<file path="src/rtl/vx_gpu_pkg.sv">
// Shared GPU types and constants used by the issue front end.
// ibuffer_t is the per-warp decoded instruction entry held in the ibuffer.
package vx_gpu_pkg;

  localparam int NUM_WARPS_DEFAULT = 4;
  localparam int NW_BITS_DEFAULT   = $clog2(NUM_WARPS_DEFAULT);

  typedef struct packed {
    logic [31:0] pc;
    logic [3:0]  op_type;
    logic [4:0]  rd;
    logic [4:0]  rs1;
    logic [4:0]  rs2;
    logic        wb;
  } ibuffer_t;

  localparam int IBUF_WIDTH = $bits(ibuffer_t);

endpackage

</file>
<file path="src/rtl/vx_ibuffer_rr_pick.sv">
// Combinational round-robin picker: the search starts one past the last
// grant and the first set candidate bit wins.
module vx_ibuffer_rr_pick
  import vx_gpu_pkg::*;
#(
  parameter int NUM_WARPS = NUM_WARPS_DEFAULT,
  parameter int NW_WIDTH  = $clog2(NUM_WARPS)
) (
  input  logic [NUM_WARPS-1:0] cand,
  input  logic [NW_WIDTH-1:0]  last_gnt,
  output logic [NUM_WARPS-1:0] gnt_onehot,
  output logic [NW_WIDTH-1:0]  gnt_idx,
  output logic                 gnt_any
);

  logic [NW_WIDTH-1:0] idx_s;
  logic                hit_s;

  // Walk the warps in rotated order; NUM_WARPS is a power of two so the
  // index addition wraps without an explicit modulo.
  always_comb begin
    gnt_any    = 1'b0;
    gnt_idx    = '0;
    idx_s      = '0;
    hit_s      = 1'b0;
    for (int i = 1; i <= NUM_WARPS; i++) begin
      idx_s   = last_gnt + NW_WIDTH'(i);
      hit_s   = !gnt_any && cand[idx_s];
      gnt_idx = hit_s ? idx_s : gnt_idx;
      gnt_any = gnt_any | hit_s;
    end
    gnt_onehot = gnt_any ? (NUM_WARPS'(1) << gnt_idx) : '0;
  end

endmodule

</file>
<file path="src/rtl/vx_ibuffer_issue_sched.sv">
// Issue scheduler: round-robin pops one eligible per-warp ibuffer entry into
// a single-entry output register, with issue/stall performance counters.
module vx_ibuffer_issue_sched
  import vx_gpu_pkg::*;
#(
  parameter int NUM_WARPS = NUM_WARPS_DEFAULT,
  parameter int NW_WIDTH  = $clog2(NUM_WARPS)
) (
  input  logic                  clk,
  input  logic                  reset,
  input  logic [NUM_WARPS-1:0]  in_valid,
  input  ibuffer_t [NUM_WARPS-1:0] in_data,
  output logic [NUM_WARPS-1:0]  in_ready,
  input  logic [NUM_WARPS-1:0]  warp_mask,
  output logic                  out_valid,
  output ibuffer_t              out_data,
  output logic [NW_WIDTH-1:0]   out_wid,
  input  logic                  out_ready,
  output logic [31:0]           perf_issued,
  output logic [31:0]           perf_stalls
);

  logic [NUM_WARPS-1:0] cand_s;
  logic [NUM_WARPS-1:0] gnt_onehot_s;
  logic [NW_WIDTH-1:0]  gnt_idx_s;
  logic                 gnt_any_s;
  logic                 load_en_s;
  logic                 pop_s;

  logic                 out_valid_r;
  ibuffer_t             out_data_r;
  logic [NW_WIDTH-1:0]  out_wid_r;
  logic [NW_WIDTH-1:0]  last_gnt_r;
  logic [31:0]          perf_issued_r;
  logic [31:0]          perf_stalls_r;

  vx_ibuffer_rr_pick #(
    .NUM_WARPS (NUM_WARPS),
    .NW_WIDTH  (NW_WIDTH)
  ) u_rr_pick (
    .cand       (cand_s),
    .last_gnt   (last_gnt_r),
    .gnt_onehot (gnt_onehot_s),
    .gnt_idx    (gnt_idx_s),
    .gnt_any    (gnt_any_s)
  );

  // Pop strobes are suppressed while the output is stalled or reset is held,
  // so a held entry is never overwritten and nothing is lost on reset.
  always_comb begin
    cand_s    = in_valid & warp_mask;
    load_en_s = !out_valid_r || out_ready;
    if (load_en_s && reset) begin
      in_ready = gnt_onehot_s;
      pop_s    = gnt_any_s;
    end else begin
      in_ready = '0;
      pop_s    = 1'b0;
    end
  end

  // Output register and round-robin pointer.
  always_ff @(posedge clk or negedge reset) begin
    if (!reset) begin
      out_valid_r <= 1'b0;
      out_data_r  <= '0;
      out_wid_r   <= '0;
      last_gnt_r  <= NW_WIDTH'(NUM_WARPS - 1);
    end else if (load_en_s) begin
      out_valid_r <= pop_s;
      if (pop_s) begin
        out_data_r <= in_data[gnt_idx_s];
        out_wid_r  <= gnt_idx_s;
        last_gnt_r <= gnt_idx_s;
      end
    end
  end

  // Performance counters; both wrap naturally at 2^32.
  always_ff @(posedge clk or negedge reset) begin
    if (!reset) begin
      perf_issued_r <= 32'd0;
      perf_stalls_r <= 32'd0;
    end else begin
      if (out_valid_r && out_ready) begin
        perf_issued_r <= perf_issued_r + 32'd1;
      end
      if (out_valid_r && !out_ready) begin
        perf_stalls_r <= perf_stalls_r + 32'd1;
      end
    end
  end

  assign out_valid   = out_valid_r;
  assign out_data    = out_data_r;
  assign out_wid     = out_wid_r;
  assign perf_issued = perf_issued_r;
  assign perf_stalls = perf_stalls_r;

endmodule

</file>
<file path="config.mk">
export PLATFORM = sky130hd
export DESIGN_NAME = vx_ibuffer_issue_sched
export DESIGN_NICKNAME = d
export VERILOG_FILES = /design/src/rtl/vx_gpu_pkg.sv /design/src/rtl/vx_ibuffer_rr_pick.sv /design/src/rtl/vx_ibuffer_issue_sched.sv
export SDC_FILE = /design/constraint.sdc
export NUM_CORES = 1
export LEC_CHECK = 0
export CAP_MARGIN = 20
export CORE_ASPECT_RATIO = 0.5
export CORE_MARGIN = 5
export CORE_UTILIZATION = 40
export CTS_BUF_LIST = sky130_fd_sc_hd__clkbuf_16
export CTS_CLUSTER_SIZE = 25
export DETAILED_ROUTE_END_ITERATION = 10
export MAX_ROUTING_LAYER = met4
export PLACE_DENSITY = 0.82
export SKIP_CTS_REPAIR_TIMING = 1
export SYNTH_ARGS = -nofsm -noshare
export SYNTH_HDL_FRONTEND = slang
export SYNTH_HIERARCHICAL = 1
export SYNTH_SLANG_ARGS = --single-unit
</file>
<file path="constraint.sdc">
create_clock -name clk -period 2.7 [get_ports clk]
set_input_delay 0.54 -clock clk [delete_from_list [all_inputs] [get_ports clk]]
set_output_delay 0.54 -clock clk [all_outputs]
set_load 0.01 [all_outputs]
</file>
==> results of run 1 <==
-- flip-flops by register name (all words and copies together), names as in the netlist --
register     cells
last_gnt_r       2
out_data        52
out_valid        1
out_wid          2
perf_issued     32
perf_stalls     32
-- power groups by stage --
stage,clock [mW],sequential [mW],combinational (mW)
2_1_floorplan,0,2.65,0.931
3_3_place_gp,0,2.52,2.52
3_5_place_dp,0,2.53,2.56
4_1_cts,2.31,2.51,2.58
5_1_grt,2.40,2.57,2.70
6_report,2.27,2.51,2.54
-- critical path: cells and delay by family --
kind | cells | cell delay [ps]
buffers and inverters | 2 | 610
AOI/OAI and AO/OA | 3 | 520
and+or+nand+nor | 2 | 430
-- kinds of logic (layout without fill, tap and decap cells) --
group / count (synthesis) / count (layout)
AOI/OAI and AO/OA: 13 / 13
xor gates and xnor gates: 62 / 62
adders and majority gates: 2 / 2
buffers and inverters: 29 / 405
DFF: 121 / 121
muxes: 104 / 104
and+or+nand+nor: 149 / 149
-- layout by cell type (no fill, tap or decap), types with 3 or more instances in the layout --
| cell | count |
|---|---|
| nor3_1 | 5 |
| and3_1 | 18 |
| mux4_2 | 52 |
| xor2_1 | 27 |
| nor2_1 | 20 |
| inv_1 | 7 |
| nand4_1 | 13 |
| clkbuf_16 | 17 |
| and2_1 | 5 |
| nand2b_1 | 3 |
| a21oi_1 | 3 |
| nand3_1 | 18 |
| buf_12 | 8 |
| mux2_2 | 52 |
| inv_6 | 5 |
| buf_4 | 17 |
| xnor2_1 | 35 |
| and4_1 | 3 |
| clkdlybuf4s50_1 | 336 |
| clkinv_4 | 3 |
| dlymetal6s2s_1 | 3 |
| dfrtp_1 | 119 |
| nand2_1 | 46 |
-- layout make-up --
class                      count  area share (%)
timing repair buffer         366           34.03
multi-input combinational    330           30.11
sequential                   121           27.85
clock buffer                  17           3.909
tap                          204           2.345
clock inverter                15           1.518
inverter                       7          0.2414
-- path summary, 6_finish.rpt --
check | start | endpoint | slack [ps] | cells past startpoint
max | in_valid[1] | in_ready[3] | 60 | 7
max reg2reg | last_gnt_r[1] | out_data[11] | 360 | 7
min in group asynchronous | reset | out_data[42] | 550 | 2
max in group asynchronous | reset | perf_stalls[11] | 640 | 4
min reg2reg | out_wid[0] | out_wid[0] | 480 | 2
min | out_wid[0] | out_wid[0] | 480 | 2
-- routing by layer --
layer	share of wire, %	vias up	track usage (%)
met4	1.0	0	4.253
met5	0	-	-
met1	41	2774	28.45
li1	-	2489	-
met3	3.8	19	3.787
met2	54	144	41.56
-- synthesized netlist by cell type, drive strengths merged (2+ instances only) --
library cell / n / area share, %
ha: 2 / 0.39
dfstp: 2 / 0.82
dfrtp: 119 / 47
nand2: 46 / 2.7
nor3: 6 / 0.55
nand3: 20 / 1.7
nand2b: 4 / 0.51
a21oi: 3 / 0.23
nor2: 20 / 1.2
and3: 19 / 1.9
nand4: 13 / 1.3
nor4: 4 / 0.96
and2: 8 / 0.78
buf: 16 / 1.3
and4: 3 / 0.41
inv: 7 / 0.41
xor2: 27 / 3.7
clkbuf: 6 / 0.35
nor2b: 2 / 0.20
a21o: 2 / 0.27
mux4: 52 / 18
xnor2: 35 / 4.8
or2: 2 / 0.20
mux2: 52 / 9.1
==> results.ini, run 1 <==
[run_status]
outcome=complete, no violations

[synth]
ys.flop_type=dfrtp_1
synth_warnings=6
yosysUniqueCellTypes=40
synth_simple_gate_area_share_pct=12.57
synth-async-reset-ratio_pct=100.0
synth_compound_area_share_pct=1.701
syn-num-nets=701
syn_inst=480
synth_top_family_by_area=multiplexers
synth_enable_flop_cells=0
syn_avg_cell_area_um2=13.33
synth_area_mm2=0.006400
synth_mux_area_share_pct=27.45
ys_seq_area_share_pct=47.35
ys_ff_latch=121
synth_adder_area_share_pct=0.3910
synth_xor_area_share_pct=8.485

[critical_path]
max_stage_delay_ps=400
cp.required_ps=2160
cpMaxStageDelayCell=clkdlybuf4s50_1
end_kind=output port
startpoint_type=primary input
worst-setup-path-type=primary input to output port
cp_cell_sequence=clkdlybuf4s50_1 -> and2_2 -> a21o_2 -> a21oi_1 -> o21a_1 -> and3_1 -> dlymetal6s2s_1
critPathMaxFanout=4
crit_arrival_ps=2100

[routing]
vias=5426
via_per_inst=5.119
drtPass1Iterations=4
postRouteAntennaNets=0
finalWirelength_mm=21.43
drt_iter0_markers=278
drc=0
wl_per_cell_um=20.22

[cts]
clock_latency_ps=410
htree_num_levels=4
clockBufferDepth=2
numCtsBuffers=17
clock_sinks=121
clkTransAtPathRegs_ps=50
root_buffer=clkbuf_16
cts_tree=built

[layout]
area_growth_pct=70.05
utilization_pct=70.05
drive_gt1_share_pct=21.38
multi_input_area_mm2=0.003277
instances_no_fill=1060
antenna-diode-count=0
num-nets-final=1064
final-seq-area_mm2=0.003030
num-fill-cells=1115
fin_area_mm2=0.01088

[place]
hpwl_mm=17.31
place_ws_ps=-371.2
placed_area_mm2=0.01027
place_congestion=0.9274
place_inst=1027
numPortBuffers=341

[run]
drv_cap=0

[power_and_ir_drop]
p_int_mw=5.196
total_power_mw=7.327
power.leakage_nw=4.566
ir_worst_vdd_v=0.0005243
power_frac_clock_pct=31.0
p_sw_mw=2.131
p_comb_share_pct=34.7
sequentialPowerShare_pct=34.3
power_density_mw_per_mm2=673.2
sw_frac_of_total_pct=29.09

[global_route]
first_global_vias=5787
grtUsageTotal_pct=23.22
antenna_found_initial=0
gr-total-overflow=0
grt_pass1_wl_mm=32.98
grt_max_degree=76

[die]
io_pins=342
placementRows=32
start_util_pct=41.20
die_height_um=99.44
core_mm2=0.01553
die_w_um=188.9
dieArea_mm2=0.01878

[timing]
final-setup-viol-count=0
rsz0062_at_grt=no
setup_slack_ps=59.94
finalHoldViolations=0
whs_ps=475.6
setup-tns-final_ps=0
fmax_mhz=378.8
timing.slew.headroom_pct=36.44
min_period_over_period_pct=97.78
fin_crit_ps=2640
drv_slew=0
worstMarginPinSlew_ps=953.4
skew_ps=12.10

[min_path]
min_path_type=register to register

(Power assumes the default switching activity.)
==> inputs of run 2 (changes only) <==
- GPL_TIMING_DRIVEN: not set -> 0
- PLACE_DENSITY: 0.82 -> 0.93
==> results.ini, run 2 (synthesized netlist as in run 1, its figures left out) <==
[routing]
drtPass1Iterations=6  ; was 4
finalWirelength_mm=22.47  ; was 21.43 mm
drt_iter0_markers=269  ; was 278
postRouteAntennaNets=0  ; unchanged
drc=0  ; unchanged
vias=5584  ; was 5,426
via_per_inst=5.248  ; was 5.119
wl_per_cell_um=21.11  ; was 20.22 um

[global_route]
grt_max_degree=76  ; unchanged
gr-total-overflow=0  ; unchanged
first_global_vias=6131  ; was 5,787
grtUsageTotal_pct=23.94  ; was 23.22%
antenna_found_initial=0  ; unchanged
grt_pass1_wl_mm=33.85  ; was 32.98 mm

[power_and_ir_drop]
ir_worst_vdd_v=0.0005871  ; was 0.0005243 V
power.leakage_nw=4.552  ; was 4.566 nW
total_power_mw=7.394  ; was 7.327 mW
power_density_mw_per_mm2=682.6  ; was 673.2 mW/mm^2

[timing]
fmax_mhz=374.6  ; was 378.8 MHz
fin_crit_ps=2670  ; was 2640 ps
min_period_over_period_pct=98.88  ; was 97.78%
skew_ps=11.28  ; was 12.10 ps
worstMarginPinSlew_ps=633.5  ; was 953.4 ps
drv_slew=0  ; unchanged
finalHoldViolations=0  ; unchanged
rsz0062_at_grt=yes  ; was no
whs_ps=74.31  ; was 475.6 ps
timing.slew.headroom_pct=57.42  ; was 36.44%
final-setup-viol-count=0  ; unchanged

[place]
hpwl_mm=17.83  ; was 17.31 mm
place_congestion=0.9629  ; was 0.9274
place_inst=1026  ; was 1,027
numPortBuffers=341  ; unchanged

[cts]
clock_sinks=121  ; unchanged
root_buffer=clkbuf_16  ; unchanged
clockBufferDepth=2  ; unchanged
numCtsBuffers=17  ; unchanged
clkTransAtPathRegs_ps=60  ; was 50 ps
cts_tree=built  ; unchanged
clock_latency_ps=410  ; about the same
htree_num_levels=4  ; unchanged

[die]
io_pins=342  ; unchanged
die_height_um=99.44  ; unchanged
die_w_um=188.9  ; unchanged
start_util_pct=41.20  ; unchanged
placementRows=32  ; unchanged
core_mm2=0.01553  ; unchanged
dieArea_mm2=0.01878  ; unchanged

[critical_path]
startpoint_type=primary input  ; unchanged
worst-setup-path-type=primary input to output port  ; unchanged
ff2ff_setup_slack_ps=180  ; was 360 ps
crit_arrival_ps=2130  ; was 2100 ps
critPathMaxFanout=8  ; was 4
end_kind=output port  ; unchanged
r2r_start=last_gnt_r[1]  ; unchanged
cp.required_ps=2160  ; about the same
startpoint=warp_mask[3]  ; was in_valid[1]

[layout]
largest_register_ffs=52  ; unchanged
instances_no_fill=1064  ; was 1,060
drive_gt1_share_pct=21.51  ; was 21.38%
final_common_cell=clkdlybuf4s50_1  ; unchanged
num-nets-final=1068  ; was 1,064
antenna-diode-count=0  ; unchanged
area_growth_pct=69.25  ; was 70.05%
mostFrequentLayoutCells=335 x clkdlybuf4s50_1, 119 x dfrtp_1, 52 x mux4_2, 52 x mux2_2, 46 x nand2_1  ; was 336 x clkdlybuf4s50_1, 119 x dfrtp_1, 52 x mux4_2, 52 x mux2_2, 46 x nand2_1
utilization_pct=69.72  ; was 70.05%

[run_status]
outcome=complete, no violations  ; unchanged

[min_path]
min_path_type=primary input to asynchronous set/reset pin  ; was register to register

[run]
drv_cap=0  ; unchanged

-- run 2: cell types whose count changed in the layout (fill, tap and decap cells not counted), moves of 3 or more --
cell / before / now
buf_12: 8 / 1
buf_2: 0 / 9
buf_4: 17 / 10
buf_6: 0 / 9
clkinv_4: 3 / 0
clkinvlp_4: 2 / 6
-- run 2: final cells by class --
cell class                      count  area [um^2]
Buffer                             22        185.2
Timing Repair Buffer              348         3485
Multi-Input combinational cell    330         3251
Clock inverter                     15        173.9
Tap cell                          204        255.2
Clock buffer                       17        425.4
Sequential cell                   121         3030
Fill cell                        1058         4703
Inverter                            7        26.28
-- run 2: stage by stage --
stage	instance area, um^2	TNS (ps)	setup WS [ps]
after CTS	10700	-29060	-649.8
final	10830	0	30.28
after global routing	10830	-55.86	-23.17
after floorplan	6400	0	94.58
after detailed placement	10100	-51130	-1051
after global placement	10070	-692910	-4242
-- run 2: report_power, final --
group	internal, mW	switching (mW)	leakage [nW]
clock	1.45	0.869	0.273
sequential	2.20	0.286	1.54
combinational	1.61	0.979	2.74
total	5.26	2.13	4.55
-- run 2: worst max-delay path, stage by stage --
cell             delay, ps
clkdlybuf4s50_1        440
and2_1                 140
buf_6                  150
nand2b_4                70
a21o_2                 200
a32o_1                 240
and3_1                 190
clkbuf_2               150
-- run 2: metal layers --
metal	part of all wire, %	track usage (%)
met5	0	-
met1	39	27.86
met2	54	43.36
met3	4.1	3.717
met4	2.7	7.275
-- run 2: final timing paths --
path | to | cells after the start
min in group clk | last_gnt_r[1] | 2
hold / removal | out_data[38] | 1
setup / recovery | in_ready[1] | 8
max in group asynchronous | out_data[46] | 2
setup reg to reg | out_data[35] | 8
hold reg to reg | last_gnt_r[1] | 2
